$ cat config.mk
export PLATFORM = sky130hd
export DESIGN_NAME = immediate_generator
export DESIGN_NICKNAME = d
export VERILOG_FILES = /design/src/rtl/immediate_generator_pkg.sv /design/src/rtl/immediate_generator_imm_decode.sv /design/src/rtl/immediate_generator.sv
export SDC_FILE = /design/constraint.sdc
export NUM_CORES = 1
export LEC_CHECK = 0
export CAP_MARGIN = 30
export CORE_MARGIN = 5
export CORE_UTILIZATION = 42
export DETAILED_ROUTE_END_ITERATION = 12
export PLACE_DENSITY = 0.86
export SLEW_MARGIN = 20
export SYNTH_ARGS = -nofsm -noshare
export SYNTH_HDL_FRONTEND = slang
export SYNTH_HIERARCHICAL = 1
export SYNTH_SLANG_ARGS = --single-unit
$ cat constraint.sdc
create_clock -name clk -period 3.95 [get_ports clk]
set_clock_uncertainty 0.2 [all_clocks]
set_input_delay 0.79 -clock clk [delete_from_list [all_inputs] [get_ports clk]]
set_output_delay 0.79 -clock clk [all_outputs]
set_load 0.03 [all_outputs]
$ cat src/rtl/immediate_generator_pkg.sv
// Shared RISC-V decode constants: major opcodes, immediate format codes
// and the opcode-to-format mapping used by the immediate generator.
package immediate_generator_pkg;

   typedef logic [2:0] imm_fmt_t;

   localparam logic [6:0] OPC_LOAD     = 7'b0000011;
   localparam logic [6:0] OPC_OP_IMM   = 7'b0010011;
   localparam logic [6:0] OPC_OP_IMM32 = 7'b0011011;
   localparam logic [6:0] OPC_JALR     = 7'b1100111;
   localparam logic [6:0] OPC_SYSTEM   = 7'b1110011;
   localparam logic [6:0] OPC_MISC_MEM = 7'b0001111;
   localparam logic [6:0] OPC_STORE    = 7'b0100011;
   localparam logic [6:0] OPC_BRANCH   = 7'b1100011;
   localparam logic [6:0] OPC_LUI      = 7'b0110111;
   localparam logic [6:0] OPC_AUIPC    = 7'b0010111;
   localparam logic [6:0] OPC_JAL      = 7'b1101111;

   localparam imm_fmt_t FMT_NONE = 3'd0;
   localparam imm_fmt_t FMT_I    = 3'd1;
   localparam imm_fmt_t FMT_S    = 3'd2;
   localparam imm_fmt_t FMT_B    = 3'd3;
   localparam imm_fmt_t FMT_U    = 3'd4;
   localparam imm_fmt_t FMT_J    = 3'd5;

   // Any opcode not listed (including compressed encodings with [1:0] != 11)
   // carries no immediate.
   function automatic imm_fmt_t opcode_to_fmt(input logic [6:0] opc);
      imm_fmt_t fmt;
      case (opc)
         OPC_LOAD, OPC_OP_IMM, OPC_OP_IMM32,
         OPC_JALR, OPC_SYSTEM, OPC_MISC_MEM: fmt = FMT_I;
         OPC_STORE:                          fmt = FMT_S;
         OPC_BRANCH:                         fmt = FMT_B;
         OPC_LUI, OPC_AUIPC:                 fmt = FMT_U;
         OPC_JAL:                            fmt = FMT_J;
         default:                            fmt = FMT_NONE;
      endcase
      return fmt;
   endfunction

endpackage

$ cat src/rtl/immediate_generator_imm_decode.sv
// Combinational immediate decode: picks the format from the opcode,
// assembles the scattered immediate bits and sign-extends to WIDTH.
module imm_decode
   import immediate_generator_pkg::*;
#(
   parameter int WIDTH = 64
) (
   input  logic [31:0]      instruction,
   output logic [WIDTH-1:0] immediate,
   output logic [2:0]       imm_fmt
);

   logic [31:0] imm32;
   logic        sign;

   // Format select and per-format field assembly, already extended to 32 bits.
   always_comb begin
      imm_fmt = opcode_to_fmt(instruction[6:0]);
      imm32   = '0;
      case (imm_fmt)
         FMT_I: imm32 = {{20{instruction[31]}}, instruction[31:20]};
         FMT_S: imm32 = {{20{instruction[31]}}, instruction[31:25], instruction[11:7]};
         FMT_B: imm32 = {{19{instruction[31]}}, instruction[31], instruction[7],
                         instruction[30:25], instruction[11:8], 1'b0};
         FMT_U: imm32 = {instruction[31:12], 12'b0};
         FMT_J: imm32 = {{11{instruction[31]}}, instruction[31], instruction[19:12],
                         instruction[20], instruction[30:21], 1'b0};
         default: imm32 = '0;
      endcase
   end

   // Every real format signs from instruction[31], so the upper datapath bits
   // are just that bit replicated; this also covers WIDTH=32 with no special case.
   always_comb begin
      sign             = (imm_fmt != FMT_NONE) & instruction[31];
      immediate        = {WIDTH{sign}};
      immediate[31:0]  = imm32;
   end

endmodule

$ cat src/rtl/immediate_generator.sv
// Decode-stage immediate generator: combinational immediate/format for
// same-cycle use, plus a stallable, async-reset copy for the ID/EX boundary.
module immediate_generator
   import immediate_generator_pkg::*;
#(
   parameter int WIDTH = 64
) (
   input  logic             clk,
   input  logic             rst_n,
   input  logic             en,
   input  logic [31:0]      instruction,
   output logic [WIDTH-1:0] immediate,
   output logic [2:0]       imm_fmt,
   output logic [WIDTH-1:0] immediate_q,
   output logic [2:0]       imm_fmt_q
);

   imm_decode #(
      .WIDTH (WIDTH)
   ) u_imm_decode (
      .instruction (instruction),
      .immediate   (immediate),
      .imm_fmt     (imm_fmt)
   );

   // ID/EX register: clears to NONE/0 on reset, holds while stalled.
   always_ff @(posedge clk or negedge rst_n) begin
      if (!rst_n) begin
         immediate_q <= '0;
         imm_fmt_q   <= FMT_NONE;
      end else if (en) begin
         immediate_q <= immediate;
         imm_fmt_q   <= imm_fmt;
      end
   end

endmodule

# ---- After elaboration in Yosys (flattened, before gate mapping)
# Index checks and enable logic that the tools add are counted.
dict set report classes {
  n_reduce_logical 3
  bitwise_logic 1
  eq_ne 16
  n_mux 2
}
# op n
set ops {}
lappend ops {{$pmux 32 s5} 1}
lappend ops {{$eq 7x7->1 const B} 4}
lappend ops {{$eq 7x5->1 const B} 3}
lappend ops {{$pmux 3 s5} 1}
lappend ops {{$eq 7x6->1 const B} 2}
lappend ops {{$eq 7x2->1 const B} 1}
lappend ops {{$eq 7x4->1 const B} 1}
lappend ops {{$eq 3x2->1 const B} 2}
lappend ops {{$eq 3x3->1 const B} 2}
lappend ops {{$reduce_or 6->1} 1}
lappend ops {{$eq 3x1->1 const B} 1}
lappend ops {{$reduce_bool 3->1} 1}
lappend ops {{$reduce_or 2->1} 1}
lappend ops {{$and 1x1->1} 1}
dict set report totals {
  output_inout_bits 134
  input_bits 35
  register_bits 36
}

# ---- Logic depth before layout (Yosys ltp)
# Gate-level depths: netlist (run 1).
dict set report logic_depth {
  ltp_word 5
  depth_mapped 8
}

# ---- By module
# The synthesis (run 1) kept the hierarchy.
# mod cells_per_inst area_per_inst_um2 seq_area_each_um2 instances
set by_module_without_submodules {}
lappend by_module_without_submodules {immediate_generator 141 2600.0 1676.6 1}
lappend by_module_without_submodules {imm_decode 119 849.6 0.0 1}

# ---- Least setup slack after synthesis (run 1)
# No wires, ideal clock.
dict set report synth_path {
  path_kind {input -> output}
  startpoint {input instruction[5]}
  endpoint {output immediate[32]}
  cell_stages 7
  arrival_time_ns 2.830
  setup_slack_ns 0.130
  path_buffers 2
  cell_sequence {buf_2 > nand3b_1 > a21oi_2 > a21oi_1 > o21a_1 > nor2_1 > buf_4}
}
dict set report synth_via {
  elab_chain_len 5
  word_cells_on_any_way 16
}
# element line
set synth_lines {}
lappend synth_lines {{start: declaration} immediate_generator.sv:11} ;# input logic [31:0] instruction,
lappend synth_lines {{$eq 7x2->1, or another cell as far along} immediate_generator_pkg.sv:30} ;# case (opc)
lappend synth_lines {{$reduce_or 6->1 or $reduce_or 2->1 (tied branches)} immediate_generator_pkg.sv:30}
lappend synth_lines {{$pmux 3 s5 (*)} immediate_generator_pkg.sv:30}
lappend synth_lines {{$reduce_bool 3->1 (*)} immediate_generator_imm_decode.sv:35} ;# sign = (imm_fmt != FMT_NONE) & instruction[31];
lappend synth_lines {{$and 1x1->1 (*)} immediate_generator_imm_decode.sv:35}
lappend synth_lines {{end: declaration} immediate_generator.sv:12} ;# output logic [WIDTH-1:0] immediate,
# Mark *: on every way between the ends. The rest lies on a longest branch, timed or not.

# ---- Final worst setup path (run 1)
dict set report layout_path {
  startpoint {input instruction[2]}
  endpoint {output immediate[11]}
}
dict set report layout_via {
  elab_chain_len 5
  word_cells_on_any_way 20
}
# element line
set layout_lines {}
lappend layout_lines {{$eq 7x2->1, or another cell as far along} immediate_generator_pkg.sv:30}
lappend layout_lines {{$reduce_or 6->1 or $reduce_or 2->1 (tied branches)} immediate_generator_pkg.sv:30}
lappend layout_lines {{$pmux 3 s5 (*)} immediate_generator_pkg.sv:30}
lappend layout_lines {{$eq 3x3->1, or another cell as far along} immediate_generator_imm_decode.sv:20} ;# case (imm_fmt)
lappend layout_lines {{$pmux 32 s5 (*)} immediate_generator_imm_decode.sv:20}
# Marked as above.

==> metrics.csv, run 1 <==
metric;value;unit
postSynthCellCount;260;
syn-cell-area;0.003450;sq mm
power.density;335.1;mW/mm^2
setup-tns-final;0;ns
clock-sinks;67;
wl_per_cell;16.68;um
die_w;100.6;um
core-area;0.008093;sq mm
crit_fanout;12;
relSlewSlack;0.6414;
synthFlopType;dfrtp_1;
drive_gt1_frac;0.4150;
ir_drop;183.7;uV
hold_buffers;0;
grt_start_max_net_pins;68;
synth_top_area_share;0.4860;
port_buffers;168;
die_area;0.01013;sq mm
start_kind;primary input;
ys_seq_area_frac;0.4860;
layout.cells.non_filler;517;
routed_wl;8624;um
yosys_warnings;6;
busiest_layer;met2;
antenna_cells;0;
postRouteAntennaNets;0;
gp_congestion;0.8844;
synth_edf_count;0;
finalHoldViolations;0;
grt_pass1_vias;2653;
clk_latency;0.32;ns
report.final.slew_viol_count;0;
grt_pass1_wl;13710;um
yosys_register_bits;67;
start_util;0.4263;
dpl.cell_count;499;
dp_hpwl;6426;um
cts_tree;yes;
drtPass1Iterations;4;
synth.avg_cell_area;13.27;sq um
yosysTopAreaCell;dfrtp_1;
rows;33;
worstSetupPathType;primary input to primary output;
rsz0062_at_grt;false;
clockRootBuffer;clkbuf_8;
io_pins;169;
use_met3;0.05813;
cts_buffers;9;
filler_cell_count;635;
die_h;100.6;um
period_minus_slack;3.769;ns
area_delta_synth_final;49.66;%
netlist_top_cells_area;dfrtp_1 49%, mux2_4 13%, mux2_2 12%;
async_flop_share;1.000;
worst_slew_pin_slew;0.5359;ns
power_leakage;2.662;nW
seqCellArea;0.001677;sq mm
drc;0;
status;finished, final reports clean;
syn_nets;295;
cts_buffer_depth;2;
grtUsageTotal;0.1678;
antenna_found_initial;0;
post-route-period-util;0.9541;
cp.arrival;2.78;ns
nets;442;
fmax;0.2653;GHz
grt-ovfl-total;0;
num_vias;2486;
h-tree-depth;3;
grtUsageMet1;0.2086;
crit_required;2.96;ns
end_kind;primary output;
max_cap_violations;0;
gr-usage-met2;0.2795;
hold_class;primary input to asynchronous set/reset pin;
via_per_inst;4.809;
clk_pin_slew_worst_paths;0.07;ns
drtIter0Drc;78;
final-setup-viol-count;0;
synth.distinct_cells;39;
multi_input_area;0.001435;sq mm
==> metal layers <==
| metal | vias up | wire (um) | part of all wire |
|---|---|---|---|
| li1 | 1179 | - | - |
| met1 | 1189 | 3491 | 0.40 |
| met2 | 109 | 4237 | 0.49 |
| met3 | 9 | 816 | 0.095 |
| met4 | 0 | 79 | 0.0092 |
| met5 | - | 0 | 0 |
==> cell usage in the layout (no fill, tap or decap), types with 3 or more instances in the layout <==
| cell | instances |
|---|---|
| clkdlybuf4s50_1 | 100 |
| buf_4 | 76 |
| dfrtp_1 | 67 |
| mux2_2 | 37 |
| mux2_4 | 30 |
| a21o_1 | 19 |
| clkbuf_8 | 11 |
| nor2_1 | 7 |
| and2_1 | 7 |
| nand2_1 | 5 |
| a21oi_1 | 4 |
| a22o_1 | 4 |
| bufinv_16 | 3 |
| nor2b_1 | 3 |
==> registers in the layout (all words and copies together) (netlist names) <==
register,flops
immediate_q,64
imm_fmt_q,3
==> through the flow <==
stage	utilization	power [mW]	setup slack, ns	instance area (sq um)	hold slack, ns
final	0.6379	1.730	0.1814	5162	0.1734
after detailed placement	0.5997	1.027	0.08721	4853	0.2912
after CTS	0.6317	1.746	0.07590	5112	0.3105
after floorplan	-	0.9020	0.1299	3450	0.2944
after global placement	0.5997	1.022	0.1771	4853	0.2880
after global routing	0.6379	1.797	0.01355	5162	0.1936
==> synth_stat cells, types with 2 or more instances <==
master / number
buf_4: 34
nand2_1: 5
o21a_1: 2
a22o_1: 4
a21o_1: 19
nor2b_1: 3
nor3_1: 2
buf_6: 5
o21ai_1: 2
mux2_4: 30
a22oi_1: 2
and2_1: 7
buf_2: 6
a21oi_1: 4
mux2_2: 37
a31oi_1: 2
dfrtp_1: 67
nor2_1: 8
==> path summary, 6_finish.rpt <==
path / startpoint / endpoint / slack, ns / cells past startpoint
max in group asynchronous: rst_n / immediate_q[61] / 2.50 / 3
min: rst_n / immediate_q[5] / 0.17 / 1
max: instruction[2] / immediate[11] / 0.18 / 8
max reg2reg: immediate_q[40] / immediate_q[40] / 2.97 / 1
min in group clk: immediate_q[24] / immediate_q[24] / 0.31 / 1
min reg2reg: immediate_q[24] / immediate_q[24] / 0.31 / 1
==> critical path, stage by stage <==
cell and delay (ns):
clkdlybuf4s50_1 0.70, buf_4 0.21, xor2_1 0.16, a31oi_1 0.10, o21ai_1 0.19, a22oi_1 0.10, o31ai_1 0.29, buf_4 0.23
==> what timing repair did <==
| action | in CTS | in global routing |
|---|---|---|
| resized for setup | 0 | 1 |
| endpoints found under the setup margin | 0 | 1 |
| setup buffers | 0 | 0 |
==> where the power goes <==
part	total (mW)	switching, mW	internal, mW
Combinational	0.300	0.164	0.137
Sequential	0.716	0.0104	0.705
Clock	0.714	0.256	0.457
Total	1.73	0.431	1.30
==> area by class of cell <==
| cell class | count | share of cell area |
|---|---|---|
| clock buffers | 11 | 0.02933 |
| clock inverters | 5 | 0.02084 |
| inverters | 1 | 0.0007271 |
| multi-input cells | 147 | 0.2780 |
| flip-flops and latches | 67 | 0.3248 |
| well taps | 105 | 0.02545 |
| repair buffers | 181 | 0.3209 |
==> kinds of logic after synthesis <==
| logic type | share of synthesized area |
|---|---|
| XOR/XNOR | 0.005079 |
| AO/OA/AOI/OAI | 0.09503 |
| flip-flops | 0.4860 |
| buffers and inverters | 0.1001 |
| AND/OR/NAND/NOR | 0.05949 |
| multiplexers | 0.2543 |
Note: power is estimated with default switching activity, not from simulation.
==> inputs of run 2 (changes only) <==
--- a/config.mk
+++ b/config.mk
@@ -10,7 +10,7 @@
 export CORE_UTILIZATION = 42
 export DETAILED_ROUTE_END_ITERATION = 12
 export PLACE_DENSITY = 0.86
-export SLEW_MARGIN = 20
+export SLEW_MARGIN = 10
 export SYNTH_ARGS = -nofsm -noshare
 export SYNTH_HDL_FRONTEND = slang
 export SYNTH_HIERARCHICAL = 1
==> metrics.csv, run 2 (synthesis gave the netlist of run 1 again) <==
metric;value;unit
cts_tree;yes;
grt_pass1_wl;13710;um
area_delta_synth_final;49.44;%
grtUsageTotal;0.1678;
clk_latency;0.32;ns
drive_gt1_frac;0.4150;
relSlewSlack;0.6426;
post-route-period-util;0.9558;
finalHoldViolations;0;
postRouteAntennaNets;0;
clk_pin_slew_worst_paths;0.07;ns
switching_share;0.2488;
num_vias;2493;
fmax;0.2649;GHz
end_kind;primary output;
report.final.slew_viol_count;0;
max_cap_violations;0;
status;finished, final reports clean;
drtPass1Iterations;5;
rsz0062_at_grt;false;
cts_setup_buffers;0;
worstSetupPathType;primary input to primary output;
power_leakage;2.659;nW
wl_per_cell;16.78;um
whs;0.05586;ns
hold_class;primary input to asynchronous set/reset pin;
routed_wl;8673;um
final-setup-viol-count;0;
reg.largest.list;immediate_q: 64 flops, imm_fmt_q: 3 flops;
clock-sinks;67;
crit_fanout;57;
dp_hpwl;6426;um
drc;0;
design_area;0.005155;sq mm
die_h;100.6;um
totalPowerFinal;1.729;mW
slowest_delay;0.61;ns
clockRootBuffer;clkbuf_8;
grt_start_max_net_pins;68;
die_area;0.01013;sq mm
comb_power_share;0.174;
setup-tns-final;0;ns
io_pins;169;
dpl_cell_area;0.004853;sq mm
crit_required;2.96;ns
power.density;335.4;mW/mm^2
pwr-share-clk;0.412;
start_util;0.4263;
p_sw;0.4301;mW
gp_congestion;0.8844;
regMostFlops;immediate_q;
filler_cell_count;639;
antenna_found_initial;0;
start_kind;primary input;
h-tree-depth;3;
p_int;1.299;mW
hold_buffers;0;
die_w;100.6;um
worst_slew_pin_slew;0.5342;ns
antenna_cells;0;
layout_commonest_cell;clkdlybuf4s50_1;
via_per_inst;4.822;
port_buffers;168;
period_minus_slack;3.775;ns
largest_reg_flops;64;
nets;442;
layout_common_cells;100 x clkdlybuf4s50_1, 76 x buf_4, 67 x dfrtp_1, 37 x mux2_2, 30 x mux2_4;
crit_slowest_cell;clkdlybuf4s50_1;
grt_pass1_vias;2653;
crit_chain;clkdlybuf4s50_1 -> or2_4 -> a21oi_2 -> a21oi_1 -> o21a_1 -> nor2_4 -> buf_12 -> buf_4;
core-area;0.008093;sq mm
cp.arrival;2.79;ns
p_seq_frac;0.414;
cts_resized;0;
drtIter0Drc;79;
cts_buffer_depth;2;
rows;33;
grt-ovfl-total;0;
ir_drop;183.7;uV
cts_buffers;9;
==> run 2: cell counts in the layout (fill, tap and decap cells not counted) <==
Identical to the previous run, type by type.
==> run 2: layout make-up <==
cell class / instances / area [sq um] / area share
clock buffers: 11 / 151.4 / 0.02937
well taps: 105 / 131.4 / 0.02549
clock inverters: 5 / 107.6 / 0.02087
repair buffers: 181 / 1649 / 0.3199
multi-input cells: 147 / 1435 / 0.2784
flip-flops and latches: 67 / 1677 / 0.3252
inverters: 1 / 3.754 / 0.0007282
==> run 2: final timing paths <==
check	slack (ns)	depth (start not counted)	from	endpoint
worst max register to register	2.97	1	immediate_q[40]	immediate_q[40]
worst min-delay path	0.06	1	rst_n	immediate_q[5]
worst min register to register	0.31	1	immediate_q[24]	immediate_q[24]
min in group clk	0.31	1	immediate_q[24]	immediate_q[24]
worst max-delay path	0.17	8	instruction[2]	immediate[41]
max in group asynchronous	2.67	3	rst_n	immediate_q[61]
==> run 2: metal layers <==
metal,GRT usage,vias to the layer above,part of all wire
met1,0.2086,1192,0.40
met4,0.04145,0,0.0091
met2,0.2795,118,0.49
met5,0,-,0
li1,-,1174,-
met3,0.05813,9,0.095
==> run 2: per-stage QoR <==
stage	setup WS, ns	instances	utilization
after global placement	0.1771	499	0.5997
after global routing	0.01360	517	0.6370
after floorplan	0.1299	260	-
after detailed placement	0.08721	499	0.5997
final	0.1746	517	0.6370
after CTS	0.07590	515	0.6317
==> run 2: power groups by stage <==
stage	registers, mW	clock network (mW)	logic (mW)
after detailed placement	0.729	0	0.299
after CTS	0.716	0.731	0.299
after floorplan	0.769	0	0.133
final	0.716	0.713	0.300
after global routing	0.718	0.761	0.318
after global placement	0.728	0	0.294
==> run 2: worst max-delay path, delay by kind of cell <==
family / cells / cell delay (ns)
and+or+nand+nor: 2 / 0.48
AOI/OAI and AO/OA: 3 / 0.43
buffers and inverters: 3 / 1.06
